### src/rtl/revelador_papeis.sv
`default_nettype none
// +----------------------------------------------------------------------------+
// | revelador_papeis: latches the role vector, then reveals roles one by one    |
// |   (hidden -> shown -> hidden) on avanca or auto-hide timeout.  Rev 1.0      |
// +----------------------------------------------------------------------------+
module revelador_papeis #(
  parameter int N_JOGADORES = 10,
  parameter int T_MOSTRA    = 50000000,
  parameter int W_TIMER     = 26
) (
  input  logic                   clock,
  input  logic                   reset,
  input  logic                   iniciar,
  input  logic                   avanca,
  input  logic [N_JOGADORES-1:0] jogo_atual,
  output logic [3:0]             jogador_atual,
  output logic                   mostra_papel,
  output logic                   papel,
  output logic [3:0]             num_lobos,
  output logic                   fim,
  output logic                   erro,
  output logic [4:0]             db_estado
);

  typedef enum logic [4:0] {
    OCIOSO    = 5'd0,
    CARREGA   = 5'd1,
    ESCONDIDO = 5'd2,
    MOSTRANDO = 5'd3,
    PROXIMO   = 5'd4,
    FIM       = 5'd5
  } estado_t;

  localparam logic [W_TIMER-1:0] C_TIMER_LIMITE = W_TIMER'(T_MOSTRA - 1);
  localparam logic [3:0]         C_ULTIMO       = 4'(N_JOGADORES - 1);

  estado_t                estado_q, estado_d;
  logic [N_JOGADORES-1:0] jogo_q, jogo_d;
  logic [3:0]             idx_q, idx_d;
  logic [3:0]             lobos_q, lobos_d;
  logic                   erro_q, erro_d;
  logic [W_TIMER-1:0]     timer_q, timer_d;
  logic [3:0]             popcount_w;

  always_comb begin
    popcount_w = 4'd0;
    for (int i = 0; i < N_JOGADORES; i++) begin
      popcount_w = popcount_w + 4'(jogo_q[i]);
    end
  end

  always_comb begin
    estado_d = estado_q;
    jogo_d   = jogo_q;
    idx_d    = idx_q;
    lobos_d  = lobos_q;
    erro_d   = erro_q;
    timer_d  = timer_q;
    case (estado_q)
      OCIOSO, FIM: begin
        if (iniciar) begin
          jogo_d   = jogo_atual;
          idx_d    = 4'd0;
          erro_d   = 1'b0;
          estado_d = CARREGA;
        end
      end
      CARREGA: begin
        lobos_d = popcount_w;
        if (popcount_w == 4'd0) begin
          erro_d   = 1'b1;
          estado_d = FIM;
        end else begin
          estado_d = ESCONDIDO;
        end
      end
      ESCONDIDO: begin
        if (avanca) begin
          timer_d  = '0;
          estado_d = MOSTRANDO;
        end
      end
      MOSTRANDO: begin
        timer_d = timer_q + W_TIMER'(1);
        // A press landing on the timeout cycle still yields a single advance
        if (avanca || (timer_q == C_TIMER_LIMITE)) begin
          estado_d = PROXIMO;
        end
      end
      PROXIMO: begin
        if (idx_q == C_ULTIMO) begin
          estado_d = FIM;
        end else begin
          idx_d    = idx_q + 4'd1;
          estado_d = ESCONDIDO;
        end
      end
      default: estado_d = OCIOSO;
    endcase
  end

  always_ff @(posedge clock) begin
    if (reset) begin
      estado_q <= OCIOSO;
      jogo_q   <= '0;
      idx_q    <= 4'd0;
      lobos_q  <= 4'd0;
      erro_q   <= 1'b0;
      timer_q  <= '0;
    end else begin
      estado_q <= estado_d;
      jogo_q   <= jogo_d;
      idx_q    <= idx_d;
      lobos_q  <= lobos_d;
      erro_q   <= erro_d;
      timer_q  <= timer_d;
    end
  end

  always_comb begin
    mostra_papel  = (estado_q == MOSTRANDO);
    papel         = mostra_papel & jogo_q[idx_q];
    jogador_atual = idx_q;
    num_lobos     = lobos_q;
    fim           = (estado_q == FIM);
    erro          = erro_q;
    db_estado     = estado_q;
  end

endmodule
`default_nettype wire
### config.mk
export PLATFORM = sky130hd
export DESIGN_NAME = revelador_papeis
export DESIGN_NICKNAME = d
export VERILOG_FILES = /design/src/rtl/revelador_papeis.sv
export SDC_FILE = /design/constraint.sdc
export NUM_CORES = 1
export LEC_CHECK = 0
export CAP_MARGIN = 20
export CORE_MARGIN = 3
export CORE_UTILIZATION = 55
export DETAILED_ROUTE_END_ITERATION = 7
export PLACE_DENSITY = 0.81
export SKIP_CTS_REPAIR_TIMING = 1
export SKIP_LAST_GASP = 1
export SLEW_MARGIN = 20
export SYNTH_ARGS = -nofsm -noshare
export SYNTH_HDL_FRONTEND = slang
export SYNTH_SLANG_ARGS = --single-unit
### constraint.sdc
create_clock -name clock -period 10.4 [get_ports clock]
set_clock_uncertainty 0.2 [all_clocks]
set_input_delay 3.12 -clock clock [delete_from_list [all_inputs] [get_ports clock]]
set_output_delay 3.12 -clock clock [all_outputs]
set_load 0.01 [all_outputs]
# After elaboration in Yosys (flattened, before gate mapping)
# Index checks and enable logic that the tools add are counted.
dict set report totals {
  out_inout_bits 17
  input_bits 14
  regBits 50
  wordCells 59
}
dict set report classes {
  n_bitwise 1
  reduce_logical 12
  n_addsub 11
  n_mux 16
  n_eq_ne 12
  n_lt_le_gt_ge 1
}
# op n
set ops {}
lappend ops {{$pmux 26 s2} 1}
lappend ops {{$add 26x1->26 const B} 1}
lappend ops {{$eq 26x26->1 const B} 1}
lappend ops {{$mux 26} 1}
lappend ops {{$pmux 5 s5} 1}
lappend ops {{$add 4x1->4} 6}
lappend ops {{$mux 5} 3}
lappend ops {{$eq 5x2->1 const B} 2}
lappend ops {{$eq 5x3->1 const B} 2}
lappend ops {{$reduce_and 3->1} 3}
lappend ops {{$mux 4} 2}
lappend ops {{$ne 2x2->1 const B} 4}
lappend ops {{$pmux 4 s2} 1}
lappend ops {{$mux 3} 2}
lappend ops {{$reduce_bool 2->1} 3}
lappend ops {{$eq 5x1->1 const B} 1}
lappend ops {{$logic_not 5->1} 1}
lappend ops {{$lt 4x5->1 const B} 1}
lappend ops {{$add 3x1->4} 1}
lappend ops {{$add 4x1->4 const B} 1}
lappend ops {{$bmux 1 s4} 1}
lappend ops {{$eq 4x4->1 const B} 1}
lappend ops {{$logic_not 4->1} 1}
lappend ops {{$reduce_and 2->1} 2}
lappend ops {{other kinds (8)} 10}

# Longest topological paths before layout
# Gate-level depths: netlist (run 1).
dict set report logic_depth {
  depth_word 12
  mapped_depth 13
  depth_no_buf 13
}

# Worst setup path after synthesis (run 1)
# No wires, ideal clock.
dict set report synth_path {
  path_type {register to output}
  start {register idx_q[0] (netlist: jogador_atual[0])}
  end {output papel}
  t_arrival_ns 1.482
  t_required_ns 7.080
  path_stages_with_launch 6
  slack_ns 5.598
  n_path_buf 1
  cell_sequence {dfxtp_1 clkbuf_1 mux4_2 mux2i_1 o21a_1 nor2_1}
}
dict set report synth_via {
  elab_chain_cells 3
}
# item line
set synth_lines {}
lappend synth_lines {{start, declared} 39} ;# logic [3:0] idx_q, idx_d;
lappend synth_lines {{start signal, assigned} 113} ;# idx_q <= idx_d;
lappend synth_lines {{$bmux 1 s4} 122} ;# papel = mostra_papel & jogo_q[idx_q];
lappend synth_lines {{$mux 1 (not written as such)} 122}
lappend synth_lines {{$and 1x1->1} 122}
lappend synth_lines {{end, declared} 18} ;# output logic papel,
# Every way passes these cells. The select of a mux whose other input is x is not followed.

# Final worst setup path (run 1)
dict set report layout_path {
  start {register estado_q[0] (netlist: db_estado[0])}
  end {output mostra_papel}
}
dict set report layout_via {
  elab_chain_cells 1
}
# item line
set layout_lines {}
lappend layout_lines {{start, declared} 37} ;# estado_t estado_q, estado_d;
lappend layout_lines {{start signal, assigned} 111} ;# estado_q <= estado_d;
lappend layout_lines {{$eq 5x2->1} 121} ;# mostra_papel = (estado_q == MOSTRANDO);
lappend layout_lines {{end, declared} 17} ;# output logic mostra_papel,
# Every way passes these cells.

==> results by group, run 1 <==
Cells and area
  – Multi-input gate area: 1600 um2
  – Nets: 363
  – Fill count: 420
  – Register area: 961 um2
  – Share of cells above drive strength 1: 5.03%
  – Diodes inserted: 0
  – Area delta synth->final: 11.9%

Routing
  – Met1 wire length: 2520 um
  – Total Routed Length: 5840 um
  – Drt pass-1 iters: 4
  – DR vias: 2375
  – DR top layer: met4
  – DR WL met2: 2860 um
  – Vias per cell: 5.86
  – Drt wl/cell: 14.4 um
  – Antenna-violating nets left: 0
  – Post-route DRC violation count: 0
  – Metal3 WL: 287 um
  – First DRT Iteration DRCs: 150

Pwr
  – Comb pwr share: 42.5%
  – Worst vdd ir: 0.156 mV
  – Sw frac: 37.9%
  – Internal Power: 0.366 mW
  – Clock group share of total power: 17.7%
  – Total power: 0.589 mW
  – LEAKAGE: 1.05 nW
  – NetSw: 0.223 mW
  – Reg power frac: 39.8%
  – PD cells: 191 nW/um2

Synthesis
  – Avg Cell Area, Syn: 8.45 um2
  – Most common library cells after synthesis: dfxtp_1, nor2_1, nand2_1
  – Yosys reg bits: 48
  – Top-count cell post-synth: dfxtp_1
  – Largest area contributor in the netlist: dfxtp_1
  – Async SR Flop Fraction: 0%
  – Synth warn: 0
  – Synth Instances: 326
  – Top-area cell type share of the netlist area: 34.9%
  – Synth top area cells: dfxtp_1, mux2i_1, nor2_1
  – Main synth FF type: dfxtp_1
  – Count of cell types in the netlist: 54
  – EDFF count, synth: 0
  – Seq/Total Area, Yosys: 34.9%
  – Mapped Area: 2760 um2

Timing
  – Slew HR: 34.5%
  – Tmin final: 5610 ps
  – Worst slew pin tran: 979 ps
  – Finish-stage setup viols: 0
  – Max Clock Freq: 178 MHz
  – Pins Over Slew Limit: 0
  – RSZ-0062 raised after global routing: false
  – Setup ws final: 4790 ps
  – Final period util: 53.9%
  – Final Hold Fails: 0
  – Setup TNS Final: 0 ps

Job
  – Max_cap viols: 0

Global route
  – All-Layer GR Usage: 20.5%
  – Global route total overflow: 0
  – First-pass GRT wire length: 10000 um
  – Largest net degree at the start of global routing: 54
  – Vias in the first global route: 2164
  – Initial antenna violation count: 0

Place
  – Post-DP HPWL: 4160 um
  – Buffers on Ports: 28
  – Dpl ws: 5110 ps
  – Final Wtd Congestion: 0.830

Worst setup path
  – Critical path arrival: 2290 ps
  – Critical path startpoint: db_estado[0]
  – Worst r2r src: jogo_q[0]
  – Crit path capture: mostra_papel
  – Crit path launch type: flop
  – Reg2reg setup slack: 6610 ps
  – CP Data Required Time: 7080 ps
  – Critical Path Sink Type: primary output
  – Setup Crit Path Kind: reg2out
  – R2R cell count: 13
  – Worst-path fanout max: 20
  – R2R Path End: db_estado[1]

Die
  – I/O pin total: 31
  – DIE WIDTH: 76.8 um
  – Initial Util: 57.6%
  – Row cnt: 25
  – Die Height: 76.8 um
  – Core Region: 4790 um2
  – Die area: 5890 um2

Clock network
  – CTS max path bufs: 2
  – Clk Tree Root Cell: clkbuf_8
  – TritonCTS buffer count: 5
  – Reg clk slew, reported paths: 80 ps
  – H-tree depth: 2
  – TritonCTS Sinks: 48
  – Skew-Pair Late Insertion Delay: 300 ps
  – CTS tree: done

Run status
  – Status: finished, final reports clean

Min path
  – Worst hold-check path type: reg2reg
area by class of cell:
cell class / count / share of cell area [%]
multi-input cells: 235 / 52.0
clock buffers: 6 / 2.35
flip-flops and latches: 48 / 31.2
well taps: 67 / 2.72
inverters: 19 / 2.31
repair buffers: 29 / 9.33
clock inverters: 1 / 0.162
power by group through the flow:
stage                     logic (mW)  registers (mW)  clock network [mW]
after floorplan                0.191           0.227                   0
after global routing           0.281           0.239               0.113
after CTS                      0.250           0.235               0.107
after global placement         0.243           0.237                   0
final                          0.250           0.234               0.104
after detailed placement       0.247           0.238                   0
how the worst min path moves through the flow:
stage          startpoint          to  slack [ps]  cells past startpoint
2_1_floorplan  timer_q[8]  timer_q[8]         260                      1
5_1_grt        timer_q[8]  timer_q[8]         320                      1
4_1_cts              erro        erro         300                      2
3_3_place_gp         erro        erro         270                      2
6_report             erro        erro         300                      2
3_5_place_dp         erro        erro         280                      2
critical path, cell delays in order (launching register included):
cell	delay, ps
dfxtp_1	580
and2b_1	210
nand2_1	250
inv_2	360
clkdlybuf4s50_1	600
metrics by stage:
step / hold slack (ps) / utilization (%) / instance area [um2] / instances
floorplan: 259 / - / 2760 / 327
global placement: 275 / 62.7 / 3000 / 398
detailed placement: 282 / 62.7 / 3000 / 398
CTS: 300 / 64.3 / 3080 / 405
global route: 324 / 64.4 / 3080 / 405
finish: 297 / 64.4 / 3080 / 405
registers in the layout, summed over array words and instances, names as in the netlist:
signal         cells
db_estado          3
num_lobos          4
jogador_atual      4
jogo_q            10
erro               1
timer_q           26
cell usage in the layout, fill, tap and decap left out, types with 2 or more instances in the layout:
cell type         n
a211oi_1          6
a21oi_1          17
a311oi_1          6
a31oi_1           6
a41oi_1           3
and2_1            2
and3_1            3
clkbuf_8          5
clkdlybuf4s50_1  28
conb_1            2
dfxtp_1          48
fa_1              6
ha_1              5
inv_1            18
mux2_1            4
mux2i_1          14
mux4_2            2
nand2_1          25
nand2b_1          5
nand3_1          15
nand3_2           2
nand3b_1          2
nand4_1           8
nand4b_1          6
nor2_1           36
nor2b_1           6
nor3_1            8
o211ai_1          3
o21a_1            3
o21ai_0           9
o31ai_1           5
or3_1             6
xor2_1            3
routing by layer:
| layer | vias to the layer above | track usage [%] |
|---|---|---|
| met4 | 0 | 8.33 |
| met2 | 56 | 34.1 |
| met1 | 1130 | 25.4 |
| met5 | - | 0 |
| met3 | 12 | 4.69 |
| li1 | 1177 | - |
cell families (layout without fill, tap and decap cells):
family	Yosys count	count (layout)	share of synthesized area, %
multiplexers	20	20	8.36
flip-flops	48	48	34.9
adder cells (fa/ha/maj)	11	11	6.63
AO/OA/AOI/OAI	63	63	15.0
other	1	2	0.136
buffers and inverters	44	55	7.31
AND/OR/NAND/NOR	135	135	26.4
XOR/XNOR	4	4	1.27
No activity file was read; power rests on OpenSTA's default activity.
==> run 2, diff against run 1 <==
Clock period 10.4 ns to 5.79 ns, I/O delays scaled along.
==> run 2 against run 1 <==
  * Setup slack worse by 3300 ps
  * Cell count is 0.49% higher
  * Largest cell class unchanged
  * Total power grew 83%
  * Sequential cell count unchanged
  * First-iteration DRC count grew 5.3%
  * Final area rose by 0.73%
==> results by group, run 2 (same netlist as run 1, synthesis figures left out) <==
Run status
  – Status: finished, final reports clean

Clock network
  – Skew-Pair Late Insertion Delay: 300 ps
  – CTS max path bufs: 2
  – CTS tree: done
  – TritonCTS buffer count: 5
  – Reg clk slew, reported paths: 80 ps
  – TritonCTS Sinks: 48
  – H-tree depth: 2
  – Clk Tree Root Cell: clkbuf_8

Cells and area
  – Nets: 364
  – Diodes inserted: 0
  – Reg with most FFs: timer_q
  – Share of cells above drive strength 1: 5.88%
  – Most frequent cells in the layout: dfxtp_1, nor2_1, clkdlybuf4s50_1
  – Largest regs: timer_q (26), jogo_q (10)
  – Area delta synth->final: 12.8%
  – Largest register FFs: 26
  – Most common cell after layout, fill and taps aside: dfxtp_1

Job
  – Max_cap viols: 0

Global route
  – Initial antenna violation count: 0
  – All-Layer GR Usage: 21.1%
  – First-pass GRT wire length: 10200 um
  – Global route total overflow: 0
  – Vias in the first global route: 2288
  – Largest net degree at the start of global routing: 35

Die
  – Die area: 5890 um2
  – Row cnt: 25
  – Die Height: 76.8 um
  – Initial Util: 57.6%
  – DIE WIDTH: 76.8 um
  – Core Region: 4790 um2
  – I/O pin total: 31

Worst setup path
  – Reg2reg setup slack: 2000 ps
  – CP Depth: 4
  – WP buf/inv: 2
  – Slowest CP cell: clkdlybuf4s50_1
  – Crit path capture: mostra_papel
  – Critical path arrival: 2310 ps
  – Slowest stage delay, CP: 600 ps
  – Worst path top cell family by delay: buffers and inverters
  – Setup Crit Path Kind: reg2out
  – Crit path cell chain: and2b_1 > nand2_1 > inv_2 > clkdlybuf4s50_1
  – CP Data Required Time: 3850 ps
  – Critical Path Sink Type: primary output
  – Worst r2r src: jogo_q[0]
  – Crit path launch type: flop
  – R2R Path End: db_estado[0]
  – R2R cell count: 13
  – Worst-path fanout max: 20
  – Critical path startpoint: db_estado[0]

Timing
  – RSZ-0062 raised after global routing: false
  – Final Hold Fails: 0
  – Slew HR: 37.9%
  – Finish-stage setup viols: 0
  – Worst hold margin: 280 ps
  – Tmin final: 4250 ps
  – Final period util: 73.4%
  – Setup ws final: 1540 ps
  – Pins Over Slew Limit: 0
  – Setup TNS Final: 0 ps
  – Worst slew pin tran: 928 ps
  – Max Clock Freq: 235 MHz

Pwr
  – Clock group share of total power: 19.2%
  – PD cells: 347 nW/um2
  – Comb pwr share: 41.9%
  – Worst vdd ir: 0.261 mV
  – Reg power frac: 39.0%
  – Sw frac: 37.9%
  – NetSw: 0.409 mW
  – LEAKAGE: 1.07 nW
  – Internal Power: 0.671 mW

Routing
  – Vias per cell: 5.84
  – DR vias: 2376
  – Drt wl/cell: 14.3 um
  – Drt pass-1 iters: 4
  – Total Routed Length: 5840 um
  – Post-route DRC violation count: 0
  – Antenna-violating nets left: 0
  – First DRT Iteration DRCs: 158

Place
  – Post-DP HPWL: 4190 um
  – Dpl ws: 1870 ps
  – Final Wtd Congestion: 0.852
  – Buffers on Ports: 28

Min path
  – Worst hold-check path type: reg2reg
  – HP Start: erro
==> run 2: changes by cell type in the layout (fill, tap and decap cells not counted), sizes merged <==
cell and delta:
buf +1, clkinv +1
==> run 2: worst register-to-register path: cells and delay by family (launching register included) <==
kind / cells / cell delay, ps
simple gates: 1 / 180
compound gates: 3 / 540
flops: 1 / 360
xor+xnor: 1 / 220
fa+ha+maj: 5 / 2000
buf+inv: 3 / 210
==> run 2: power by group through the flow <==
stage,sequential [mW],combinational [mW],clock [mW]
finish,0.421,0.452,0.207
global route,0.430,0.520,0.225
global placement,0.426,0.436,0
CTS,0.420,0.453,0.215
detailed placement,0.428,0.448,0
floorplan,0.408,0.344,0
==> run 2: how the worst min path moves through the flow <==
stage	cells past startpoint	slack [ps]	endpoint
after floorplan	1	260	timer_q[8]
after global placement	2	270	erro
after detailed placement	2	260	erro
after CTS	2	280	erro
after global routing	2	300	erro
final	2	280	erro
==> run 2: layout make-up <==
cell class              count  area (um2)
clock inverters             2        10.0
multi-input cells         235        1600
clock buffers               6        82.6
fillers                   413        1680
repair buffers             30         295
flip-flops and latches     48         961
well taps                  67        83.8
inverters                  19        71.3
==> run 2: layer usage <==
metal / global-route usage (%) / up-vias / wire length [um]
met4: 8.15 / 0 / 95
met2: 36.8 / 50 / 2960
met3: 4.81 / 9 / 252
met1: 25.1 / 1138 / 2530
li1: - / 1179 / -
met5: 0 / - / 0
==> run 2: per-stage QoR <==
step                utilization, %  instance area (um2)  cells  power (mW)
global route                  64.9                 3110    407        1.17
detailed placement            62.8                 3010    399       0.876
floorplan                        -                 2760    327       0.752
global placement              62.8                 3010    399       0.862
CTS                           64.8                 3100    407        1.09
finish                        64.9                 3110    407        1.08
==> run 3, diff against run 2 <==
Clock period 5.79 ns to 4.31 ns, I/O delays scaled along.
==> run 3 against run 2 <==
  * Cell count rose by 0.74%
  * Sequential cell count stayed put
  * Setup slack got worse by 1100 ps
  * Total power is 53% higher
  * First-iteration DRC count fell by 20%
  * Sequential share of layout area is 0.80 points lower
  * Via count increased by 3.1%
==> results by group, run 3 (same netlist as run 1, synthesis figures left out) <==
Die
  – Die Height: 76.8 um
  – I/O pin total: 31
  – Core Region: 4790 um2
  – Initial Util: 57.6%
  – Die area: 5890 um2
  – Row cnt: 25
  – DIE WIDTH: 76.8 um

Routing
  – Total Routed Length: 6390 um
  – Post-route DRC violation count: 0
  – DR vias: 2449
  – Drt pass-1 iters: 4
  – Antenna-violating nets left: 0
  – Vias per cell: 5.97
  – First DRT Iteration DRCs: 126
  – Drt wl/cell: 15.6 um

Cells and area
  – Largest register FFs: 26
  – Nets: 367
  – Reg with most FFs: timer_q
  – Diodes inserted: 0
  – Area delta synth->final: 15.8%
  – Largest regs: timer_q (26), jogo_q (10)
  – Most common cell after layout, fill and taps aside: dfxtp_1
  – Most frequent cells in the layout: dfxtp_1, nor2_1, clkdlybuf4s50_1
  – Share of cells above drive strength 1: 6.71%

Timing
  – RSZ-0062 raised after global routing: false
  – Worst slew pin tran: 985 ps
  – Max Clock Freq: 257 MHz
  – Final Hold Fails: 0
  – Final period util: 90.2%
  – Tmin final: 3890 ps
  – Pins Over Slew Limit: 0
  – Setup TNS Final: 0 ps
  – Finish-stage setup viols: 0
  – Slew HR: 34.1%
  – Setup ws final: 423 ps

Global route
  – Largest net degree at the start of global routing: 24
  – Initial antenna violation count: 0
  – First-pass GRT wire length: 11000 um
  – All-Layer GR Usage: 22.8%
  – Global route total overflow: 0
  – Vias in the first global route: 2344

Worst setup path
  – CP Data Required Time: 4310 ps
  – Critical Path Sink Type: flop
  – Critical path startpoint: jogo_q[0]
  – Crit path launch type: flop
  – Setup Crit Path Kind: reg2reg
  – Critical path arrival: 3890 ps
  – Worst-path fanout max: 3
  – Worst r2r src: jogo_q[0]

Clock network
  – CTS tree: done
  – Clk Tree Root Cell: clkbuf_8
  – TritonCTS Sinks: 48
  – Reg clk slew, reported paths: 90 ps
  – TritonCTS buffer count: 5
  – CTS max path bufs: 2
  – H-tree depth: 2
  – Skew-Pair Late Insertion Delay: 300 ps

Min path
  – HP Start: erro
  – Worst hold-check path type: reg2reg

Place
  – Post-DP HPWL: 4390 um
  – Final Wtd Congestion: 0.817
  – Buffers on Ports: 28
  – Dpl ws: 567 ps

Job
  – Max_cap viols: 0

Run status
  – Status: finished, final reports clean

Pwr
  – Worst vdd ir: 0.382 mV
  – PD cells: 517 nW/um2
  – LEAKAGE: 1.11 nW
[run 3: cell type report]
| type | instances | area [um2] |
|---|---|---|
| Multi-Input combinational cell | 235 | 1600 |
| Timing Repair Buffer | 33 | 318 |
| Fill cell | 387 | 1600 |
| Inverter | 19 | 71.3 |
| Tap cell | 67 | 83.8 |
| Sequential cell | 48 | 961 |
| Clock buffer | 5 | 68.8 |
| Clock inverter | 3 | 90.1 |
[run 3: routing by layer]
metal / up-vias / track usage [%] / share of wire, %
met5: - / 0 / 0
met3: 12 / 4.23 / 5.5
met4: 0 / 8.88 / 2.1
met1: 1160 / 30.6 / 45
li1: 1192 / - / -
met2: 85 / 36.3 / 47
[run 3: through the flow]
step	hold slack, ps	instances	utilization, %	instance area (um2)	power [mW]
after floorplan	259	327	-	2760	1.01
after global placement	266	402	63.3	3030	1.16
after detailed placement	270	402	63.3	3030	1.18
after CTS	290	410	66.6	3190	1.65
after global routing	311	410	66.6	3190	1.75
final	282	410	66.6	3190	1.65
[run 3: critical path: stages, from the launching register on]
cell and delay (ps):
dfxtp_1 360, inv_1 70, fa_1 500, fa_1 540, fa_1 430, inv_1 100, ha_1 180, inv_1 60
fa_1 380, xnor2_1 250, o2111ai_1 210, nand3b_1 130, a21oi_1 80, o31a_1 310
[run 3: worst paths after layout]
path	to	slack, ps	depth (start not counted)
setup reg to reg	db_estado[1]	420	13
setup / recovery	db_estado[1]	420	13
hold / removal	erro	280	2
hold reg to reg	erro	280	2
[run 3: power by group]
group	internal, mW	switching, mW
sequential	0.494	0.0768
clock	0.290	0.156
combinational	0.290	0.343
